**config.mk**
```make
export PLATFORM = sky130hd
export DESIGN_NAME = user_pair_alu
export DESIGN_NICKNAME = d
export VERILOG_FILES = /design/src/rtl/user_pair_alu.sv
export SDC_FILE = /design/constraint.sdc
export NUM_CORES = 1
export LEC_CHECK = 0
export CORE_AREA = 5 5 171 173
export CTS_CLUSTER_SIZE = 25
export DETAILED_ROUTE_END_ITERATION = 8
export DIE_AREA = 0 0 176 178
export GPL_TIMING_DRIVEN = 0
export PLACE_DENSITY = 0.66
export SLEW_MARGIN = 30
export SYNTH_ARGS = -nofsm -noshare
export SYNTH_HDL_FRONTEND = slang
export SYNTH_SLANG_ARGS = --single-unit
```
**constraint.sdc**
```tcl
create_clock -name clk_user -period 7.46 [get_ports clk_user]
set_clock_uncertainty 0.2 [all_clocks]
set_input_delay 1.865 -clock clk_user [delete_from_list [all_inputs] [get_ports clk_user]]
set_output_delay 1.865 -clock clk_user [all_outputs]
set_load 0.01 [all_outputs]
```
**src/rtl/user_pair_alu.sv**
```systemverilog
// Pairing kernel: joins one word from each input stream, emits sum/difference plus a per-frame trailer.
// Optional build macro USER_PAIR_ALU_SAT_EN selects signed saturating arithmetic instead of wrap-around.

module user_pair_alu_fifo #(
   parameter int WIDTH = 32,
   parameter int DEPTH = 2
) (
   input  logic             clk,
   input  logic             rst,
   input  logic             push,
   input  logic [WIDTH-1:0] push_data,
   input  logic             ack,
   output logic [WIDTH-1:0] data,
   output logic             vld,
   output logic             room
);
   localparam int AW = (DEPTH > 1) ? $clog2(DEPTH) : 1;
   localparam logic [AW:0] FULL_CNT = (AW+1)'(DEPTH);

   logic [WIDTH-1:0] mem [DEPTH];
   logic [AW-1:0]    wr_ptr;
   logic [AW-1:0]    rd_ptr;
   logic [AW:0]      count;
   logic             pop;

   assign vld  = (count != '0);
   assign pop  = ack & vld;
   // A pop in the same cycle frees the slot, so a full FIFO can still accept.
   assign room = (count != FULL_CNT) | pop;
   assign data = vld ? mem[rd_ptr] : '0;

   // NOTE: the storage array has no reset; the count gates every read, so stale entries never leak out.
   always_ff @(posedge clk) begin
      if (push) mem[wr_ptr] <= push_data;
   end

   always_ff @(posedge clk or posedge rst) begin
      if (rst) begin
         wr_ptr <= '0;
         rd_ptr <= '0;
         count  <= '0;
      end else begin
         if (push) wr_ptr <= wr_ptr + 1'b1;
         if (pop)  rd_ptr <= rd_ptr + 1'b1;
         case ({push, pop})
            2'b10:   count <= count + 1'b1;
            2'b01:   count <= count - 1'b1;
            default: ;
         endcase
      end
   end
endmodule

module user_pair_alu #(
   parameter int PAYLOAD_BITS = 32,
   parameter int FRAME_LEN    = 16,
   parameter int OUT_DEPTH    = 2
) (
   input  logic                    clk_user,
   input  logic                    reset,
   input  logic [PAYLOAD_BITS-1:0] dout_leaf_interface2user_1,
   input  logic [PAYLOAD_BITS-1:0] dout_leaf_interface2user_2,
   input  logic                    vld_interface2user_1,
   input  logic                    vld_interface2user_2,
   output logic                    ack_user2interface_1,
   output logic                    ack_user2interface_2,
   output logic [PAYLOAD_BITS-1:0] din_leaf_user2interface_1,
   output logic [PAYLOAD_BITS-1:0] din_leaf_user2interface_2,
   output logic                    vld_user2interface_1,
   output logic                    vld_user2interface_2,
   input  logic                    ack_interface2user_1,
   input  logic                    ack_interface2user_2
);
   localparam int W = PAYLOAD_BITS;
   localparam logic [15:0] LAST_PAIR = 16'(FRAME_LEN - 1);

   if (FRAME_LEN < 1 || FRAME_LEN > 65535) begin : g_bad_frame_len
      $error("user_pair_alu: FRAME_LEN out of range 1..65535");
   end
   if (OUT_DEPTH < 2 || (OUT_DEPTH & (OUT_DEPTH - 1)) != 0) begin : g_bad_depth
      $error("user_pair_alu: OUT_DEPTH must be a power of 2 and at least 2");
   end
   if (W < 32) begin : g_bad_width
      $error("user_pair_alu: PAYLOAD_BITS must hold the 32-bit trailer word");
   end

   typedef enum logic {RUN, TRAIL} state_t;

   state_t        state;
   state_t        state_next;
   logic [15:0]   pair_cnt;
   logic [15:0]   frame_idx;
   logic [W-1:0]  chk;

   logic          fire;
   logic          trail_push;
   logic          push;
   logic          room_1;
   logic          room_2;
   logic [W-1:0]  sum_res;
   logic [W-1:0]  diff_res;
   logic [W-1:0]  push_data_1;
   logic [W-1:0]  push_data_2;

   wire [W-1:0] op_a = dout_leaf_interface2user_1;
   wire [W-1:0] op_b = dout_leaf_interface2user_2;

`ifdef USER_PAIR_ALU_SAT_EN
   localparam logic [W-1:0] SAT_MAX = {1'b0, {(W-1){1'b1}}};
   localparam logic [W-1:0] SAT_MIN = {1'b1, {(W-1){1'b0}}};
   logic [W-1:0] sum_wrap;
   logic [W-1:0] diff_wrap;

   // Overflow is only possible when the operand signs make the true result leave the signed range.
   always_comb begin
      sum_wrap  = op_a + op_b;
      diff_wrap = op_a - op_b;
      sum_res   = sum_wrap;
      diff_res  = diff_wrap;
      if (op_a[W-1] == op_b[W-1] && sum_wrap[W-1] != op_a[W-1])
         sum_res = op_a[W-1] ? SAT_MIN : SAT_MAX;
      if (op_a[W-1] != op_b[W-1] && diff_wrap[W-1] != op_a[W-1])
         diff_res = op_a[W-1] ? SAT_MIN : SAT_MAX;
   end
`else
   assign sum_res  = op_a + op_b;
   assign diff_res = op_a - op_b;
`endif

   always_ff @(posedge clk_user or posedge reset) begin
      if (reset) state <= RUN;
      else       state <= state_next;
   end

   // NOTE: combinational blocks use blocking '=' and assign every output first, so no latch is inferred.
   always_comb begin
      state_next = state;
      fire       = 1'b0;
      trail_push = 1'b0;
      case (state)
         RUN: begin
            if (vld_interface2user_1 && vld_interface2user_2 && room_1 && room_2) begin
               fire = 1'b1;
               if (pair_cnt == LAST_PAIR) state_next = TRAIL;
            end
         end
         TRAIL: begin
            if (room_1 && room_2) begin
               trail_push = 1'b1;
               state_next = RUN;
            end
         end
         default: state_next = RUN;
      endcase
   end

   assign ack_user2interface_1 = fire;
   assign ack_user2interface_2 = fire;
   assign push        = fire | trail_push;
   assign push_data_1 = fire ? sum_res  : W'({16'hA5A5, frame_idx});
   assign push_data_2 = fire ? diff_res : chk;

   // NOTE: sequential state uses non-blocking '<=' so every register samples pre-edge values.
   always_ff @(posedge clk_user or posedge reset) begin
      if (reset) begin
         pair_cnt  <= '0;
         frame_idx <= '0;
         chk       <= '0;
      end else if (fire) begin
         pair_cnt <= pair_cnt + 1'b1;
         chk      <= chk ^ sum_res;
      end else if (trail_push) begin
         pair_cnt  <= '0;
         chk       <= '0;
         frame_idx <= frame_idx + 1'b1;
      end
   end

   user_pair_alu_fifo #(.WIDTH(W), .DEPTH(OUT_DEPTH)) u_fifo_1 (
      .clk       (clk_user),
      .rst       (reset),
      .push      (push),
      .push_data (push_data_1),
      .ack       (ack_interface2user_1),
      .data      (din_leaf_user2interface_1),
      .vld       (vld_user2interface_1),
      .room      (room_1)
   );

   user_pair_alu_fifo #(.WIDTH(W), .DEPTH(OUT_DEPTH)) u_fifo_2 (
      .clk       (clk_user),
      .rst       (reset),
      .push      (push),
      .push_data (push_data_2),
      .ack       (ack_interface2user_2),
      .data      (din_leaf_user2interface_2),
      .vld       (vld_user2interface_2),
      .room      (room_2)
   );
endmodule

```
==> impl_metrics.yaml <==
run_status:
  status: "finished, final reports clean"
worst_setup_path:
  worstPathArrival_ps: 5110
  cp_cell_sequence: "clkdlybuf4s50_1 > nor2_1 > a22oi_1 > nand2_1 > nand2_1 > clkinvlp_4 > buf_4 > clkdlybuf4s50_1"
  critPathKind: "primary input to output port"
  critical-path-slowest-cell: "a22oi_1"
  path_buf_inv: 4
  end_kind: "output port"
  cp-start-kind: "primary input"
  crit_fanout: 19
  cpPeakStageDelay_ps: 530
  crit_family: "buffers and inverters"
  crit_required_ps: 5390
placed_design:
  portBuffers: 137
  hpwlAfterDp_mm: 24.6
  place_congestion: 0.883
  dpl.cell_count: 1751
clock_network:
  cts.clk_slew.worst_paths_ps: 60
  cts.sinks: 201
  cts_buffers: 21
  cts_hold_buf: 0
  cts_tree: "yes"
  post_cts_buffers: 0
  cts_buffer_depth: 3
  htree_levels: 1
  cts-root-buf: "clkbuf_16"
  cts_resized: 0
  insertion_delay_ps: 510
detailed_routing:
  m1WireLength_mm: 14.7
  topRoutingLayerUsed: "met4"
  ant_nets: 0
  avgRoutedWirePerCell_um: 17.8
  wl_met2_mm: 14.6
  vias: 9710
  drt-initial-drc-count: 732
  wl_met3_mm: 1.94
  via_per_inst: 5.43
  routed_wl_mm: 31.9
  drc: 0
  dr.pass1.iters: 8
final_layout:
  mostFrequentLayoutCells: "170 x nor2_1, 137 x clkdlybuf4s50_1, 128 x edfxtp_1"
  syn2layout_area_growth_pct: 21.4
  drive_gt1_frac: 0.0597
  layout_commonest_cell: "nor2_1"
  nets: 1565
  diodes: 0
  instances_no_fill: 1787
die:
  die-area_um2: 31300
  die_h_um: 178
  io-pin-count: 138
  row_count: 61
  core_area_um2: 27500
  die_width_um: 176
  start_util: 0.446
synthesis:
  synth_area_um2: 12300
  synth_top_area_frac: 0.314
  synth_area_leaders: "edfxtp_1 31%, dfrtp_1 15%, ha_1 6.7%, mux2i_1 5.4%, nor2_1 5.3%"
  avgSynthCellArea_um2: 9.70
  seq_area_frac_synth: 0.463
  syn_inst: 1263
  ys_seq_elements: 201
  syn_nets: 1401
  ys_async_sr_fraction: 0.363
  synth-edff-count: 128
  synth_warnings: 0
  synthFlopType: "edfxtp_1"
  ys_types: 84
  synth_top_area_cell: "edfxtp_1"
min_path:
  hold_class: "flop to flop"
job:
  maxCapViolCount: 0
timing:
  tightestPinTransition_ps: 937
  finalMaxSlewViolations: 0
  relSlewSlack: 0.376
  fin_crit_ps: 7170
  whs_ps: 279
  fmax_ghz: 0.139
  setup_viol: 0
  hold_viol_final: 0
  post-route-period-util: 0.961
  grt_setup_unrepaired: "no"
pwr:
  leakagePower_nw: 6.02
  ir_drop_uv: 143
  power_density_nw_per_um2: 301
  power_mw: 4.47
global_route:
  grt_pass1_wl_mm: 50.5
  grt_max_degree: 49
  antenna_found_initial: 0
  grt_overflow: 0
  grtUsageTotal: 0.200
  grt_pass1_vias: 9453
-- flip-flops by register name, summed over array words and instances, names as in the netlist --
signal,flops
u_fifo_1.mem,64
u_fifo_2.mem,64
chk,32
frame_idx,16
pair_cnt,16
u_fifo_1.count,2
u_fifo_2.count,2
state,1
u_fifo_1.rd_ptr,1
u_fifo_1.wr_ptr,1
u_fifo_2.rd_ptr,1
u_fifo_2.wr_ptr,1
-- layer usage --
| metal | GRT usage | up-vias |
|---|---|---|
| met3 | 0.0237 | 42 |
| li1 | - | 4752 |
| met2 | 0.325 | 283 |
| met5 | 0 | - |
| met4 | 0.0439 | 0 |
| met1 | 0.292 | 4633 |
-- Yosys cell counts (3+ instances only) --
cell type and count:
xor2_1 39, nand2_1 116, xnor2_1 59, buf_1 4, o21ai_0 87, inv_1 59, a41oi_1 3, clkbuf_1 45
o31ai_1 6, o21a_1 6, a311oi_1 3, nand3_1 26, nor2_1 172, ha_1 66, and3_1 9, buf_2 14
or3_1 24, nand2b_1 9, o21bai_1 15, a21oi_1 78, clkinv_1 3, nand3b_1 3, and2_1 7, o21ai_1 7
o211ai_1 3, or2_2 4, a31oi_1 8, dfrtp_1 73, nor2b_1 7, nand4_1 8, a21o_1 13, nor4_1 5
mux2i_1 66, nor3_1 24, edfxtp_1 128
-- logic make-up (layout without fill, tap and decap cells) --
| kind of cell | count (synthesis) | after routing | share of synthesized area |
|---|---|---|---|
| AOI/OAI and AO/OA | 270 | 270 | 0.139 |
| buffers and inverters | 128 | 306 | 0.0422 |
| and+or+nand+nor | 431 | 431 | 0.160 |
| DFF | 201 | 201 | 0.463 |
| adders and majority gates | 68 | 68 | 0.0707 |
| muxes | 67 | 67 | 0.0548 |
| xor gates and xnor gates | 98 | 98 | 0.0701 |
-- power breakdown --
part / switching [mW] / total (mW) / internal, mW
combinational: 1.00 / 1.83 / 0.827
clock: 0.429 / 1.03 / 0.600
sequential: 0.123 / 1.61 / 1.49
total: 1.56 / 4.47 / 2.91
-- worst reg2reg max path: stages (launching register included) --
cell and delay [ps]:
dfrtp_1 420, nor2_1 80, a22oi_1 530, a21boi_2 440
inv_1 170, clkbuf_1 280, clkbuf_1 310, clkbuf_1 440
nor2_4 620, buf_16 240
-- worst paths after layout --
path	start	endpoint	slack (ps)	depth (start not counted)
worst min register to register	frame_idx[15]	frame_idx[15]	280	1
worst min-delay path	frame_idx[15]	frame_idx[15]	280	1
worst max-delay path	ack_interface2user_1	ack_user2interface_2	290	8
worst max register to register	u_fifo_1.count[0]	u_fifo_2.mem[0][11]	3430	9
max in group asynchronous	reset	frame_idx[8]	4970	3
min in group asynchronous	reset	u_fifo_2.rd_ptr	1510	2
-- layout make-up --
type                    count  area (um2)
fillers                  2459       12600
multi-input cells         934        6080
flip-flops and latches    201        5670
repair buffers            142        1500
clock buffers              27         558
well taps                 346         433
plain buffers              65         280
inverters                  62         239
clock inverters            10         110
-- through the flow --
| step | setup TNS [ps] | utilization | worst slack [ps] | cell area, um2 |
|---|---|---|---|---|
| 2_1_floorplan | 0 | - | 2040 | 12300 |
| 3_3_place_gp | -6560 | 0.512 | -208 | 14100 |
| 3_5_place_dp | 0 | 0.517 | 118 | 14200 |
| 4_1_cts | 0 | 0.541 | 107 | 14900 |
| 5_1_grt | 0 | 0.541 | 140 | 14900 |
| 6_report | 0 | 0.541 | 288 | 14900 |
Note: power is estimated with default switching activity, not from simulation.
